### config.mk
export PLATFORM = sky130hd
export DESIGN_NAME = guess_round_ctrl_flat
export DESIGN_NICKNAME = d
export VERILOG_FILES = /design/src/rtl/guess_round_ctrl_pkg.sv /design/src/rtl/guess_round_ctrl_if.sv /design/src/rtl/guess_round_ctrl_tick_prescaler.sv /design/src/rtl/guess_round_ctrl.sv /design/src/flat_wrapper.sv
export SDC_FILE = /design/constraint.sdc
export NUM_CORES = 1
export LEC_CHECK = 0
export BUFFER_PORTS_ARGS = -buffer_cell sky130_fd_sc_hd__buf_2
export CORE_MARGIN = 10
export CORE_UTILIZATION = 52
export DETAILED_ROUTE_END_ITERATION = 12
export PLACE_DENSITY_LB_ADDON = 0.08
export SYNTH_ARGS = -nofsm -noshare
export SYNTH_HDL_FRONTEND = slang
export SYNTH_SLANG_ARGS = --single-unit
### constraint.sdc
create_clock -name clk -period 2.9 [get_ports clk]
set_input_delay 0.58 -clock clk [delete_from_list [all_inputs] [get_ports clk]]
set_output_delay 0.58 -clock clk [all_outputs]
set_load 0.03 [all_outputs]
### src/rtl/guess_round_ctrl_pkg.sv
// Shared types for the guess round controller.
// Holds state_t, hint_t and the seconds-per-level constant.
package guess_pkg;

  typedef enum logic [2:0] {
    IDLE  = 3'd0,
    LOAD  = 3'd1,
    PLAY  = 3'd2,
    CHECK = 3'd3,
    WIN   = 3'd4,
    LOSE  = 3'd5
  } state_t;

  typedef enum logic [1:0] {
    HINT_NONE = 2'b00,
    HINT_LOW  = 2'b01,
    HINT_HIGH = 2'b10,
    HINT_OK   = 2'b11
  } hint_t;

  localparam logic [6:0] SECS_PER_LEVEL = 7'd30;

endpackage

### src/rtl/guess_round_ctrl_if.sv
// Bundle between keypad/debounce logic and the round controller.
// master: drives start/difficulty/secret/guess/guess_valid,
// reads state/time_left/attempts/hint/win/lose. slave: the reverse.
interface guess_round_ctrl_if;

  logic       start;
  logic [1:0] difficulty;
  logic [6:0] secret;
  logic [6:0] guess;
  logic       guess_valid;
  logic [2:0] state;
  logic [6:0] time_left;
  logic [3:0] attempts;
  logic [1:0] hint;
  logic       win;
  logic       lose;

  modport master (
    output start, difficulty, secret,
    output guess, guess_valid,
    input  state, time_left, attempts,
    input  hint, win, lose
  );

  modport slave (
    input  start, difficulty, secret,
    input  guess, guess_valid,
    output state, time_left, attempts,
    output hint, win, lose
  );

endinterface

### src/rtl/guess_round_ctrl_tick_prescaler.sv
// Enable/clear counter producing one tick every TICK_DIV clocks.
// Ports: clk, rst (async high), en_i, clr_i, tick_o.
module tick_prescaler #(
  parameter int TICK_DIV = 50_000_000
) (
  input  logic clk,
  input  logic rst,
  input  logic en_i,
  input  logic clr_i,
  output logic tick_o
);

  localparam int CW = (TICK_DIV > 2) ? $clog2(TICK_DIV) : 1;
  localparam logic [CW-1:0] LAST = CW'(TICK_DIV - 1);

  logic [CW-1:0] cnt_q, cnt_d;
  logic          at_last;

  assign at_last = (cnt_q == LAST);
  assign tick_o  = en_i && !clr_i && at_last;

  always_comb begin
    cnt_d = cnt_q + 1'b1;
    if (clr_i || !en_i || at_last) begin
      cnt_d = '0;
    end
  end

  always_ff @(posedge clk or posedge rst) begin
    if (rst) cnt_q <= '0;
    else     cnt_q <= cnt_d;
  end

endmodule

### src/rtl/guess_round_ctrl.sv
// Round sequencer: load budget, grade guesses, count down, WIN/LOSE.
// Ports: clk, reset (async high), bus (guess_round_ctrl_if.slave).
// Option GUESS_PENALTY_EN: wrong guesses also cost PENALTY seconds.
module guess_round_ctrl
  import guess_pkg::*;
#(
  parameter int TICK_DIV    = 50_000_000,
  parameter int MAX_GUESSES = 7,
  parameter int PENALTY     = 5
) (
  input logic                 clk,
  input logic                 reset,
  guess_round_ctrl_if.slave   bus
);

  localparam logic [3:0] MAXG = 4'(MAX_GUESSES);

  state_t     state_q, state_d;
  hint_t      hint_q, hint_d;
  logic [6:0] time_q, time_d;
  logic [3:0] att_q, att_d;
  logic [6:0] secret_q, secret_d;
  logic [6:0] guess_q, guess_d;
  logic [1:0] diff_q, diff_d;

  logic       run;
  logic       tick;
  logic       expire;
  logic [6:0] t_dec;
  logic [3:0] att_inc;

  assign run = (state_q == PLAY) ||
               (state_q == CHECK);

  tick_prescaler #(
    .TICK_DIV (TICK_DIV)
  ) u_presc (
    .clk    (clk),
    .rst    (reset),
    .en_i   (run),
    .clr_i  (state_q == LOAD),
    .tick_o (tick)
  );

  // time_left never sits at 0 in PLAY/CHECK, so no underflow.
  assign t_dec   = tick ? time_q - 7'd1 : time_q;
  assign expire  = tick && (time_q == 7'd1);
  assign att_inc = (att_q == 4'hF) ? att_q
                                   : att_q + 4'd1;

`ifdef GUESS_PENALTY_EN
  localparam logic [7:0] PEN = 8'(PENALTY);
  logic [7:0] pen_tot;
  logic       pen_zero;
  assign pen_tot  = PEN + {7'd0, tick};
  assign pen_zero = ({1'b0, time_q} <= pen_tot);
`endif

  always_comb begin
    state_d  = state_q;
    hint_d   = hint_q;
    time_d   = time_q;
    att_d    = att_q;
    secret_d = secret_q;
    guess_d  = guess_q;
    diff_d   = diff_q;
    unique case (state_q)
      IDLE, WIN, LOSE: begin
        if (bus.start && bus.difficulty != 2'd0) begin
          state_d  = LOAD;
          secret_d = bus.secret;
          diff_d   = bus.difficulty;
        end
      end
      LOAD: begin
        time_d  = SECS_PER_LEVEL * {5'd0, diff_q};
        att_d   = 4'd0;
        hint_d  = HINT_NONE;
        state_d = PLAY;
      end
      PLAY: begin
        time_d = t_dec;
        if (bus.guess_valid) begin
          guess_d = bus.guess;
          state_d = CHECK;
        end
        if (expire) state_d = LOSE;
      end
      CHECK: begin
        att_d  = att_inc;
        time_d = t_dec;
        if (guess_q == secret_q) begin
          hint_d  = HINT_OK;
          state_d = WIN;
        end else begin
          hint_d = (guess_q < secret_q) ? HINT_LOW
                                        : HINT_HIGH;
          state_d = PLAY;
          if (att_inc == MAXG) state_d = LOSE;
          if (expire)          state_d = LOSE;
`ifdef GUESS_PENALTY_EN
          if (pen_zero) begin
            time_d  = 7'd0;
            state_d = LOSE;
          end else begin
            time_d = 7'({1'b0, time_q} - pen_tot);
          end
`endif
        end
      end
      default: state_d = IDLE;
    endcase
  end

  always_ff @(posedge clk or posedge reset) begin
    if (reset) begin
      state_q  <= IDLE;
      hint_q   <= HINT_NONE;
      time_q   <= 7'd0;
      att_q    <= 4'd0;
      secret_q <= 7'd0;
      guess_q  <= 7'd0;
      diff_q   <= 2'd0;
    end else begin
      state_q  <= state_d;
      hint_q   <= hint_d;
      time_q   <= time_d;
      att_q    <= att_d;
      secret_q <= secret_d;
      guess_q  <= guess_d;
      diff_q   <= diff_d;
    end
  end

  assign bus.state     = state_q;
  assign bus.time_left = time_q;
  assign bus.attempts  = att_q;
  assign bus.hint      = hint_q;
  assign bus.win       = (state_q == WIN);
  assign bus.lose      = (state_q == LOSE);

endmodule

### src/flat_wrapper.sv
// flat-port wrapper written by rule: the top's interface ports become plain ports
module guess_round_ctrl_flat import guess_pkg::*;
#(
  parameter int TICK_DIV    = 50_000_000,
  parameter int MAX_GUESSES = 7,
  parameter int PENALTY     = 5
)
  (clk, reset, bus_start, bus_difficulty, bus_secret, bus_guess, bus_guess_valid, bus_state, bus_time_left, bus_attempts, bus_hint, bus_win, bus_lose);
  guess_round_ctrl_if bus_i ();
  input logic clk;
  input logic reset;
  input wire logic [$bits(bus_i.start)-1:0] bus_start;
  input wire logic [$bits(bus_i.difficulty)-1:0] bus_difficulty;
  input wire logic [$bits(bus_i.secret)-1:0] bus_secret;
  input wire logic [$bits(bus_i.guess)-1:0] bus_guess;
  input wire logic [$bits(bus_i.guess_valid)-1:0] bus_guess_valid;
  output wire logic [$bits(bus_i.state)-1:0] bus_state;
  output wire logic [$bits(bus_i.time_left)-1:0] bus_time_left;
  output wire logic [$bits(bus_i.attempts)-1:0] bus_attempts;
  output wire logic [$bits(bus_i.hint)-1:0] bus_hint;
  output wire logic [$bits(bus_i.win)-1:0] bus_win;
  output wire logic [$bits(bus_i.lose)-1:0] bus_lose;
  assign bus_i.start = bus_start;
  assign bus_i.difficulty = bus_difficulty;
  assign bus_i.secret = bus_secret;
  assign bus_i.guess = bus_guess;
  assign bus_i.guess_valid = bus_guess_valid;
  assign bus_state = bus_i.state;
  assign bus_time_left = bus_i.time_left;
  assign bus_attempts = bus_i.attempts;
  assign bus_hint = bus_i.hint;
  assign bus_win = bus_i.win;
  assign bus_lose = bus_i.lose;
  guess_round_ctrl #(.TICK_DIV(TICK_DIV), .MAX_GUESSES(MAX_GUESSES), .PENALTY(PENALTY)) u_core (.clk(clk), .reset(reset), .bus(bus_i));
endmodule
# After elaboration in Yosys (flattened, before gate mapping)
# Index checks and enable logic that the tools add are counted.
# word_totals
reg_bits	58
output_inout_bits	18
# classes
add_sub_neg	3
multipliers	1
order_cmp	1
eq_ne	13
mux	15
reduce_logical	19
# op_table
cell	n
26-bit by 1-bit adder with 26-bit output, second input constant	1
26-bit equality test, second input constant	1
26-bit 2-to-1 mux	1
3-bit 2-to-1 mux	6
7-bit case mux with 2 select lines	1
3-bit case mux with 4 select lines	1
4-bit case mux with 2 select lines	1
2-bit AND reduction	4
7-bit by 1-bit equality test with 1-bit output, second input constant	1
7-bit equality test	1
7-bit < comparator	1
7-bit 2-to-1 mux	1
7-bit by 1-bit subtractor with 7-bit output, second input constant	1
3-bit by 2-bit equality test with 1-bit output, second input constant	2
3-bit equality test, second input constant	2
4-bit by 2-bit multiplier with 6-bit output, first input constant	1
2-bit nonzero test	3
4-bit by 1-bit adder with 4-bit output, second input constant	1
4-bit by 3-bit equality test with 1-bit output, second input constant	1
4-bit equality test, second input constant	1
1-bit logical AND	4
2-bit 2-to-1 mux	2
4-bit 2-to-1 mux	1
2-bit by 1-bit != test with 1-bit output, second input constant	2
other kinds (8)	11

# Logic depth before layout (Yosys ltp)
# logic_depth
word_depth	8
mapped_depth	7
ltp_nobuf	7

# Modules after synthesis
# Synthesis repeated with hierarchy kept, for this count alone.
# hier_totals
hier_cells	337
hier_area_um2	3319.4
# modules_own_cells
module	instances	cells_per_inst	area_per_inst_um2	seq_area_each_um2
guess_round_ctrl	1	185	1886.8	800.8
tick_prescaler	1	152	1432.6	650.6

# Least setup slack after synthesis
# OpenSTA, ideal clock, no wires.
# synth_path
path_type	register to output
start	register u_core.state_q[1], in the netlist u_core.bus.state[1]
end	output port bus_lose
arrival_ps	1456
setup_slack_ps	864
stages_incl_launch_ff	5
n_path_buf	2
cell_sequence	dfrtp_1 > buf_2 > inv_1 > clkbuf_1 > and3_1
# synth_between
elab_chain_len	1
# synth_lines
element	line	text
start, declared	guess_round_ctrl.sv:18	state_t state_q, state_d;
start signal, assigned	guess_round_ctrl.sv:125	state_q <= state_d;
3-bit equality test	guess_round_ctrl.sv:140	assign bus.lose = (state_q == LOSE);
end, declared	flat_wrapper.sv:22	output wire logic [$bits(bus_i.lose)-1:0] bus_lose;
# Every way passes these cells.

# Final worst setup path
# Same ends and word-level chain as after synthesis.

==> impl_results.md <==
* Transition time of the tightest slew-check pin at about 1.0 ns
* Metal-1 WL at between 3 and 4 mm
* Routed wire length at roughly 6.7 mm
* Fin crit period at 2.272 ns
* Skew final at approximately 0.0086 ns
* Die ar. at between 9000 and 10000 um2
* R2R Setup Slk at ~0.74 ns
* Buf/Inv on CP at 2
* Fmax at ~0.44 GHz
* Family with the most delay on the worst path: flip-flops
* Site row count at 28
* Chip Height at approximately 98 um
* Clock share of power at 0.240
* Top FF cell, synth: dfrtp_1
* DR vias/cell at 5.511
* R2r endpoint: u_core.u_presc.cnt_q[18]
* Pin count of the biggest net entering global routing at 30
* Design Area, Final at 3638 um2
* Detailed Route Iter0 Violations at 98
* Leakage dissipation at around 1.7 nW
* GPL Wtd Cong at roughly 0.82
* Multi-input logic area at 1619 um2
* RSZ-0062 raised after global routing: no
* Tot Pwr at ~3.4 mW
* Gates resized, CTS repair at 0
* Sequential cell area fraction in the yosys report at 0.4574
* Crit Path Class: flip-flop to output pin
* Crit Path Max Fanout at 13
* Slew headroom at 0.3060
* Wire per inst at about 15 um
* Switch Pwr at approximately 1.4 mW
* Met3 wire length at approximately 370 um
* Drt pass-1 iters at 4
* Critical Path, Cell by Cell: inv_1 -> and3_1 -> buf_2
* Cell Area, Placed at 3421 um2
* Gr ovfl total at 0
* Setup_tns at 0 ns
* Number of antenna-violating nets in the routed design at 0
* Number of flops mapped to enable cells by yosys at 0
* Initial antenna violation count at 0
* Int Pwr at a little over 2 mW
* Total track usage at 0.1471
* Seq. cell area at 1451 um2
* Core area at slightly below 6000 um2
* Worst path arrival time at around 1.7 ns
* Worst path depth at 3
* Top cell type's share of synthesized area at 0.4574
* Fraction of registers with async set/reset at 1.000
* Vias in the first global route at 2521
* Switching share of power at 0.4021
* Power density of the placed cells at approximately 940 nW/um2
* Yosys top cell by area: dfrtp_1
* Critical path capture point type: output pin
* Sequential power share at 0.373
* Clk sinks at 58
* Buffers on Ports at 37
* Req. time, crit path at between 2 and 2.5 ns
* Post-CTS setup buffers at 0
* HPWL Detailed at about 5 mm
* Highest routed layer: met4
* Wire length on met2 at approximately 3 mm
* Synth cell types at 53
* Yosys warnings at 0
* Register bit total from synthesis at 58
* Max Buffers Root-to-Sink at 2
* IO Pins at 38
* Layout fillers at 506
* # DRC at 0
* Net Count, Synth at roughly 360
* H-tree Lvls at 3
* Hold Violations, Final at 0
* Mapped cell area at 3173 um2
* Hold-fix buffers, CTS at 0
* Synth area leaders: dfrtp_1 46%, ha_1 5.5%, nor2_1 4.6%, xor2_1 4.1%, nand2_1 3.8%
* Most frequent cell after synthesis: dfrtp_1
* Min-delay worst type: input pin to asynchronous set/reset pin
* Startpoint types: flip-flop
* Worst r2r src: u_core.u_presc.cnt_q[9]
* Number of CTS-inserted buffers at 9
* CTS tree: done
* Maximum vdd drop at around 0.00057 V
* Slowest-stage cell, CP: dfrtp_1
* Initial Util at 0.5359
* Pins Over Slew Limit at 0
* Final hold slack at roughly 0.31 ns
* Finish-stage setup viols at 0
* # Max-Cap Violations at 0
* Nets at around 400
* Via count at 2447
* Crit share post-route at 0.7835
* Layout cell share with drive strength beyond 1 at 0.2114
* Synthesized instance count at roughly 320
* Reg2Reg Depth at 4
* CTS root buf: clkbuf_8
* Part of the power in combinational logic at 0.386
* Die Width at about 98 um
* Clock latency on the worst-skew pair at roughly 0.34 ns
* Clk slew on worst S/H paths at about 0.070 ns
* Average size of a mapped cell at 9.824 um2
* Critical path's largest stage delay at ~0.60 ns
* Syn-to-layout area delta at 14.67%
* Status: finished, final reports clean
* First-pass GRT wire length at 11.99 mm
* Synth top cells by count: 58 x dfrtp_1, 39 x nor2_1, 32 x nand2_1, 21 x o21ai_0
* Ant. Diodes at 0
==> power by group through the flow <==
stage | Combinational [mW] | Clock [mW] | Sequential (mW)
floorplan | 0.896 | 0 | 1.40
global placement | 1.31 | 0 | 1.28
detailed placement | 1.34 | 0 | 1.29
CTS | 1.35 | 0.838 | 1.28
global route | 1.51 | 0.871 | 1.32
finish | 1.32 | 0.824 | 1.28
==> state kept, by name, summed over array words and instances, names as in the netlist <==
signal	flops
u_core.diff_q	2
u_core.bus.hint	2
u_core.bus.state	3
u_core.secret_q	7
u_core.bus.time_left	7
u_core.bus.attempts	4
u_core.u_presc.cnt_q	26
u_core.guess_q	7
==> cells by family (layout without fill, tap and decap cells) <==
logic type,after synthesis,after routing,synth area share
DFF,58,58,0.4574
xor gates and xnor gates,23,23,0.06349
adders and majority gates,14,14,0.05521
muxes,9,9,0.03115
AOI/OAI and AO/OA,53,53,0.1053
and+or+nand+nor,142,142,0.2551
buffers and inverters,24,70,0.03233
==> routing by layer <==
metal,vias up,global-route usage
met4,0,0.06600
li1,1220,-
met1,1172,0.1953
met5,-,0
met3,10,0.03946
met2,45,0.2183
==> per-stage QoR <==
stage,setup slack [ns],utilization,cells
floorplan,0.8641,-,323
global placement,0.7557,0.5778,428
detailed placement,0.7082,0.5778,428
CTS,0.6027,0.6145,444
global route,0.4818,0.6145,444
finish,0.6279,0.6145,444
==> cells in the final DEF, fill, tap and decap left out, types with 11 or more instances in the layout <==
cell type	Yosys	final
nand3_1	11	11
ha_1	14	14
a21oi_1	11	11
o21ai_0	21	21
nor2_1	39	39
buf_2	4	37
inv_1	15	14
xor2_1	15	15
nand2_1	32	32
dfrtp_1	58	58
==> how the worst max path moves through the flow <==
stage | startpoint | end | slack, ns
after CTS | u_core.bus.state[1] | bus_lose | 0.60
after detailed placement | u_core.u_presc.cnt_q[9] | u_core.u_presc.cnt_q[16] | 0.71
after floorplan | u_core.bus.state[1] | bus_lose | 0.86
after global placement | u_core.u_presc.cnt_q[11] | u_core.u_presc.cnt_q[20] | 0.76
after global routing | u_core.u_presc.cnt_q[11] | u_core.u_presc.cnt_q[10] | 0.48
final | u_core.bus.state[1] | bus_lose | 0.63
==> layout make-up <==
cell class              count  share of cell area
well taps                  75             0.02579
inverters                  15             0.01547
clock buffers               9             0.03404
multi-input cells         241              0.4450
flip-flops and latches     58              0.3989
repair buffers             39             0.05502
clock inverters             7             0.02579
No activity file was read; power rests on OpenSTA's default activity.
